<file path="src/rtl/branch_predict_resolve_pkg.sv">
// Shared branch-op encodings and predictor constants, common to decode, ALU and resolve.
// Pure definitions: no latency and no flow control of its own.
package branch_predict_resolve_pkg;

    localparam logic [2:0] BR_NONE = 3'b000;
    localparam logic [2:0] BR_JUMP = 3'b001;
    localparam logic [2:0] BR_BEQZ = 3'b010;
    localparam logic [2:0] BR_BNEZ = 3'b011;
    localparam logic [2:0] BR_BLTZ = 3'b100;
    localparam logic [2:0] BR_BGEZ = 3'b101;
    localparam logic [2:0] BR_BSCO = 3'b110;
    localparam logic [2:0] BR_BLEZ = 3'b111;

    // Weakly not-taken.
    localparam logic [1:0] BHT_INIT = 2'b01;

    // Only conditional branches train the predictor; jumps and set-on-condition do not.
    function automatic logic isCondBranch(input logic [2:0] op);
        return op inside {BR_BEQZ, BR_BNEZ, BR_BLTZ, BR_BGEZ, BR_BLEZ};
    endfunction

endpackage

</file>
<file path="src/rtl/sat_counter_table.sv">
// Table of 2-bit saturating counters: combinational MSB read, one inc/dec write per cycle.
// Read returns the pre-write value in the cycle of a write; no backpressure.
module sat_counter_table
    import branch_predict_resolve_pkg::*;
#(
    parameter int DEPTH = 16,
    parameter int IDX_W = $clog2(DEPTH)
) (
    input  logic             clk,
    input  logic             rst_n,
    input  logic [IDX_W-1:0] rdIdx,
    output logic             rdTaken,
    input  logic             wrEn,
    input  logic [IDX_W-1:0] wrIdx,
    input  logic             wrInc
);

    logic [1:0] cnt [DEPTH];

    assign rdTaken = cnt[rdIdx][1];

    always_ff @(posedge clk or negedge rst_n) begin
        if (!rst_n) begin
            for (int i = 0; i < DEPTH; i++) begin
                cnt[i] <= BHT_INIT;
            end
        end else if (wrEn) begin
            if (wrInc && cnt[wrIdx] != 2'b11) begin
                cnt[wrIdx] <= cnt[wrIdx] + 2'd1;
            end else if (!wrInc && cnt[wrIdx] != 2'b00) begin
                cnt[wrIdx] <= cnt[wrIdx] - 2'd1;
            end
        end
    end

endmodule

</file>
<file path="src/rtl/branch_predict_resolve.sv">
// EX->MEM branch resolution with 2-bit BHT prediction and saturating stats; 1-cycle EX->res latency.
// stall holds the result register and blocks BHT/stat updates; flush kills the EX instruction.
module branch_predict_resolve
    import branch_predict_resolve_pkg::*;
#(
    parameter int PC_W      = 16,
    parameter int BHT_DEPTH = 16,
    parameter int SIGNED_LT = 1,
    parameter int STAT_W    = 16
) (
    input  logic              clk,
    input  logic              rst_n,
    input  logic [PC_W-1:0]   f_pc,
    output logic              f_pred_taken,
    input  logic              ex_valid,
    input  logic [2:0]        ex_branch,
    input  logic [PC_W-1:0]   ex_pc,
    input  logic [PC_W-1:0]   ex_target,
    input  logic              ex_pred_taken,
    input  logic              sf,
    input  logic              zf,
    input  logic              of,
    input  logic              cf,
    input  logic              stall,
    input  logic              flush,
    input  logic              stat_clr,
    output logic              res_valid,
    output logic              res_taken,
    output logic              res_setrd,
    output logic              res_mispredict,
    output logic [PC_W-1:0]   res_redirect_pc,
    output logic [STAT_W-1:0] stat_branches,
    output logic [STAT_W-1:0] stat_mispred
);

    localparam int IDX_W = $clog2(BHT_DEPTH);
    localparam logic [STAT_W-1:0] STAT_MAX = '1;

    logic            lt;
    logic            taken;
    logic            setRd;
    logic            mispred;
    logic            ld;
    logic            bhtWrEn;
    logic [PC_W-1:0] seqPc;
    logic            unusedFpcBits;

    // Instructions are 2 bytes, so bit 0 and the bits above the index never select an entry.
    assign unusedFpcBits = ^{f_pc[PC_W-1:IDX_W+1], f_pc[0]};

    always_comb begin
        lt    = (SIGNED_LT != 0) ? (sf ^ of) : sf;
        taken = 1'b0;
        setRd = 1'b0;
        case (ex_branch)
            BR_JUMP: taken = 1'b1;
            BR_BEQZ: begin
                taken = zf;
                setRd = zf;
            end
            BR_BNEZ: taken = ~zf;
            BR_BLTZ: begin
                taken = lt;
                setRd = lt;
            end
            BR_BGEZ: begin
                taken = ~lt | zf;
                setRd = lt | zf;
            end
            BR_BSCO: setRd = cf;
            BR_BLEZ: taken = lt | zf;
            default: ;
        endcase
    end

    assign mispred = taken ^ ex_pred_taken;
    assign seqPc   = ex_pc + PC_W'(2);
    assign ld      = ex_valid & ~stall & ~flush & (ex_branch != BR_NONE);
    assign bhtWrEn = ld & isCondBranch(ex_branch);

    sat_counter_table #(
        .DEPTH (BHT_DEPTH)
    ) uBht (
        .clk     (clk),
        .rst_n   (rst_n),
        .rdIdx   (f_pc[IDX_W:1]),
        .rdTaken (f_pred_taken),
        .wrEn    (bhtWrEn),
        .wrIdx   (ex_pc[IDX_W:1]),
        .wrInc   (taken)
    );

    // Flush only drops valid; the payload is don't-care once valid is low.
    always_ff @(posedge clk or negedge rst_n) begin
        if (!rst_n) begin
            res_valid       <= 1'b0;
            res_taken       <= 1'b0;
            res_setrd       <= 1'b0;
            res_mispredict  <= 1'b0;
            res_redirect_pc <= '0;
        end else if (flush) begin
            res_valid       <= 1'b0;
        end else if (!stall) begin
            res_valid       <= ex_valid & (ex_branch != BR_NONE);
            res_taken       <= taken;
            res_setrd       <= setRd;
            res_mispredict  <= mispred;
            res_redirect_pc <= taken ? ex_target : seqPc;
        end
    end

    always_ff @(posedge clk or negedge rst_n) begin
        if (!rst_n) begin
            stat_branches <= '0;
            stat_mispred  <= '0;
        end else if (stat_clr) begin
            stat_branches <= '0;
            stat_mispred  <= '0;
        end else if (ld) begin
            if (stat_branches != STAT_MAX) begin
                stat_branches <= stat_branches + STAT_W'(1);
            end
            if (mispred && stat_mispred != STAT_MAX) begin
                stat_mispred <= stat_mispred + STAT_W'(1);
            end
        end
    end

endmodule

</file>
<file path="config.mk">
export PLATFORM = sky130hd
export DESIGN_NAME = branch_predict_resolve
export DESIGN_NICKNAME = d
export VERILOG_FILES = /design/src/rtl/branch_predict_resolve_pkg.sv /design/src/rtl/sat_counter_table.sv /design/src/rtl/branch_predict_resolve.sv
export SDC_FILE = /design/constraint.sdc
export NUM_CORES = 1
export LEC_CHECK = 0
export ABC_AREA = 1
export BUFFER_PORTS_ARGS = -buffer_cell sky130_fd_sc_hd__buf_2
export CELL_PAD_IN_SITES_DETAIL_PLACEMENT = 0
export CELL_PAD_IN_SITES_GLOBAL_PLACEMENT = 1
export CORE_MARGIN = 2
export CORE_UTILIZATION = 30
export CTS_BUF_LIST = sky130_fd_sc_hd__clkbuf_4 sky130_fd_sc_hd__clkbuf_8
export DETAILED_ROUTE_END_ITERATION = 7
export PLACE_DENSITY_LB_ADDON = 0.1
export SLEW_MARGIN = 20
export SYNTH_ARGS = -nofsm -noshare
export SYNTH_HDL_FRONTEND = slang
export SYNTH_SLANG_ARGS = --single-unit
</file>
<file path="constraint.sdc">
create_clock -name clk -period 3.02 [get_ports clk]
set_input_delay 0.604 -clock clk [delete_from_list [all_inputs] [get_ports clk]]
set_output_delay 0.604 -clock clk [all_outputs]
set_load 0.01 [all_outputs]
</file>
==> metrics.md <==
| Metric | Value |
|---|---|
| CP Capture Type | flop |
| Leading area contributor after synthesis | dfrtp_1 |
| Family with the most delay on the worst path | simple AND/OR/NAND/NOR gates |
| Pin count of the biggest net entering global routing | 79 |
| Global Route Usage Sum | 17.4% |
| Area of the multi-input gates | 3100 um^2 |
| Initial Util | 30.6% |
| Clock share of power | 30.0% |
| Post-Route WL | 17.0 mm |
| Final setup vio count | 0 |
| TritonCTS clock tree | done |
| Syn Inst Count | 809 |
| Die W | 142 um |
| Slew Limit Fails | 0 |
| Status | completed |
| Dpl hpwl | 12.4 mm |
| Startpoint types | input port |
| Maximum VDD drop | 235 uV |
| Vias/cell | 4.84 |
| Hold Crit Class | in2async |
| Cell area after layout | 6740 um^2 |
| H-tree lvl count | 3 |
| Seq. cell area | 2120 um^2 |
| Crit path buf inv count | 5 |
| CP cell instances | buf_2 -> inv_2 -> nand2_1 -> nand3_1 -> a21oi_1 -> or2_1 -> nor2_2 -> inv_1 -> ha_1 -> inv_1 -> nand4_1 -> nand2_4 -> buf_4 -> nand3_4 -> nand2_1 -> nand2_1 |
| Synth warnings | 0 |
| # fillers | 2025 |
| Crit Path Max Fanout | 11 |
| Critical Path AT | 2790 ps |
| Via count | 5591 |
| PwrDens | 392 nW/um^2 |
| Bufs on Longest Clock Path | 2 |
| Leak | 0.00349 uW |
| Net Switching | 878 uW |
| Most frequent cells in the layout | nand2_1, nand3_1, buf_2 |
| Max Freq | 397 MHz |
| GP Congestion | 0.831 |
| Total grt overflow | 0 |
| CP Class | in2reg |
| Die area | 20200 um^2 |
| Cell variety after synth | 40 |
| Ys async rst share | 100% |
| Max-slew headroom | 49.0% |
| Post-DRT Antenna Nets | 0 |
| Rows | 50 |
| RSZ-0062 raised after global routing | no |
| Root Buffer | clkbuf_8 |
| Hold Vio Cnt, Final | 0 |
| Comb power frac | 22.4% |
| Required @ worst endpoint | 3290 ps |
| Most frequent CP cell | nand2_1 |
| Final core occ | 36.0% |
| IO Pins | 115 |
| Post-CTS Resized | 0 |
| Slowest stage delay, CP | 240 ps |
| Layout cells sized above 1 | 21.2% |
| Final Power | 2640 uW |
| Flop-to-flop setup slack | 580 ps |
| Max Cap Viol | 0 |
| Fin crit period | 2520 ps |
| Synth top area share | 29.8% |
| Cell Area, Placed | 6550 um^2 |
| Worst slew pin tran | 765 ps |
| Sink Count | 84 |
| Internal Power | 1770 uW |
| Flop and latch count out of synthesis | 84 |
| Layout Skew | 14.7 ps |
| Flop pwr share | 47.6% |
| Hold Buf Count CTS | 0 |
| Die Ht | 142 um |
| Mapped Area | 5720 um^2 |
| Slowest library cell on the worst path | nand2_4 |
| Reg clk slew, reported paths | 90 ps |
| First-pass GRT wire length | 27.9 mm |
| Setup Total Neg Slack | 0 ps |
| Ys flop type | dfrtp_1 |
| Clock Latency Late Sink | 380 ps |
| Syn Area/Cell | 7.07 um^2 |
| Average wire per standard cell | 14.8 um |
| Hold slack | 258 ps |
| Drt initial violations | 275 |
| PortBufs | 102 |
| DRC errors left | 0 |
| Commonest non-fill, non-tap cell in the layout | nand2_1 |
| Switching part of the total | 33.2% |
| Vias in the first global route | 5597 |
| Area grow syn2layout | 17.9% |
| Postcts setup bufs | 0 |
| EDFF count, synth | 0 |
| Initial antenna violation count | 0 |
| Synth area leaders | dfrtp_1, nand2_1, nand3_1 |
| Period utilisation layout | 83.4% |
| Nets | 986 |
| CTS buffer count | 9 |
| Post-synthesis sequential area ratio | 37.1% |
| DR pass1 iterations | 4 |
| Core Box Area | 18700 um^2 |
| # diodes | 0 |
| Post-Syn Nets | 879 |
area by class of cell:
cell class,instances,area share (%)
multi-input combinational,606,46.0
sequential,84,31.5
timing repair buffer,126,10.5
inverter,89,4.96
tap,234,4.35
clock buffer,12,2.36
clock inverter,4,0.353
path summary, 6_finish.rpt:
| kind | start | end | cells after the start |
|---|---|---|---|
| min in group clk | ex_pc[0] | res_redirect_pc[0] | 3 |
| max in group asynchronous | rst_n | async pin | 2 |
| worst min-delay path | rst_n | stat_mispred[6] | 1 |
| worst max-delay path | ex_pc[1] | uBht.cnt[9] | 16 |
| worst max register to register | flop | uBht.cnt[9] | 14 |
| worst min register to register | flop | flop | 2 |
cells by family after synthesis:
logic type | share of synthesized area, %
mux | 0.700
xor+xnor | 3.52
fa+ha+maj | 1.75
compound gates | 8.23
simple gates | 40.0
flops | 37.1
buf+inv | 8.71
power by group through the flow:
stage | Combinational [uW] | Clock [uW] | Sequential [uW]
final | 592 | 793 | 1260
after global routing | 659 | 874 | 1270
after CTS | 601 | 835 | 1260
after detailed placement | 601 | 0 | 1280
after global placement | 592 | 0 | 1280
after floorplan | 317 | 0 | 1300
worst reg2reg max path, cell delays in order (launching register included):
cell     delay, ps
dfstp_2        550
nand2_1         50
nand3_1         90
a21oi_1         60
or2_1          230
nor2_2         230
inv_1           80
ha_1           190
inv_1           50
nand4_1        140
nand2_4        240
buf_4          190
nand3_4         90
nand2_1         90
nand2_1         50
layer usage:
layer | global-route usage, % | part of all wire [%] | wire [um] | up-vias
li1 | - | - | - | 2853
met1 | 21.3 | 46 | 7860 | 2638
met2 | 31.4 | 50 | 8450 | 84
met3 | 3.57 | 3.1 | 536 | 16
met4 | 4.32 | 1.2 | 203 | 0
met5 | 0 | 0 | 0 | -
cells in the mapped netlist (2+ instances only):
master    instances
nand2_1         236
nand3_1         107
inv_1            75
dfrtp_1          68
nor2_1           67
o21ai_0          42
nand4_1          36
o21ai_1          24
xor2_1           18
dfstp_2          16
clkbuf_1         13
a21oi_1          12
nand3_4          11
buf_2            10
inv_2            10
nor3_1            9
ha_1              8
xnor2_1           5
clkinv_1          4
mux2i_1           4
o211ai_1          4
or2_2             3
buf_1             2
buf_4             2
buf_6             2
nand2_2           2
nand2_4           2
nand3_2           2
nor2_2            2
nor2_4            2
nor3_2            2
stage by stage:
step,setup slack [ps],instances
after detailed placement,93.0,1139
after global routing,347,1155
final,501,1155
after floorplan,316,809
after global placement,97.0,1139
after CTS,502,1155
No activity file was read; power rests on OpenSTA's default activity.
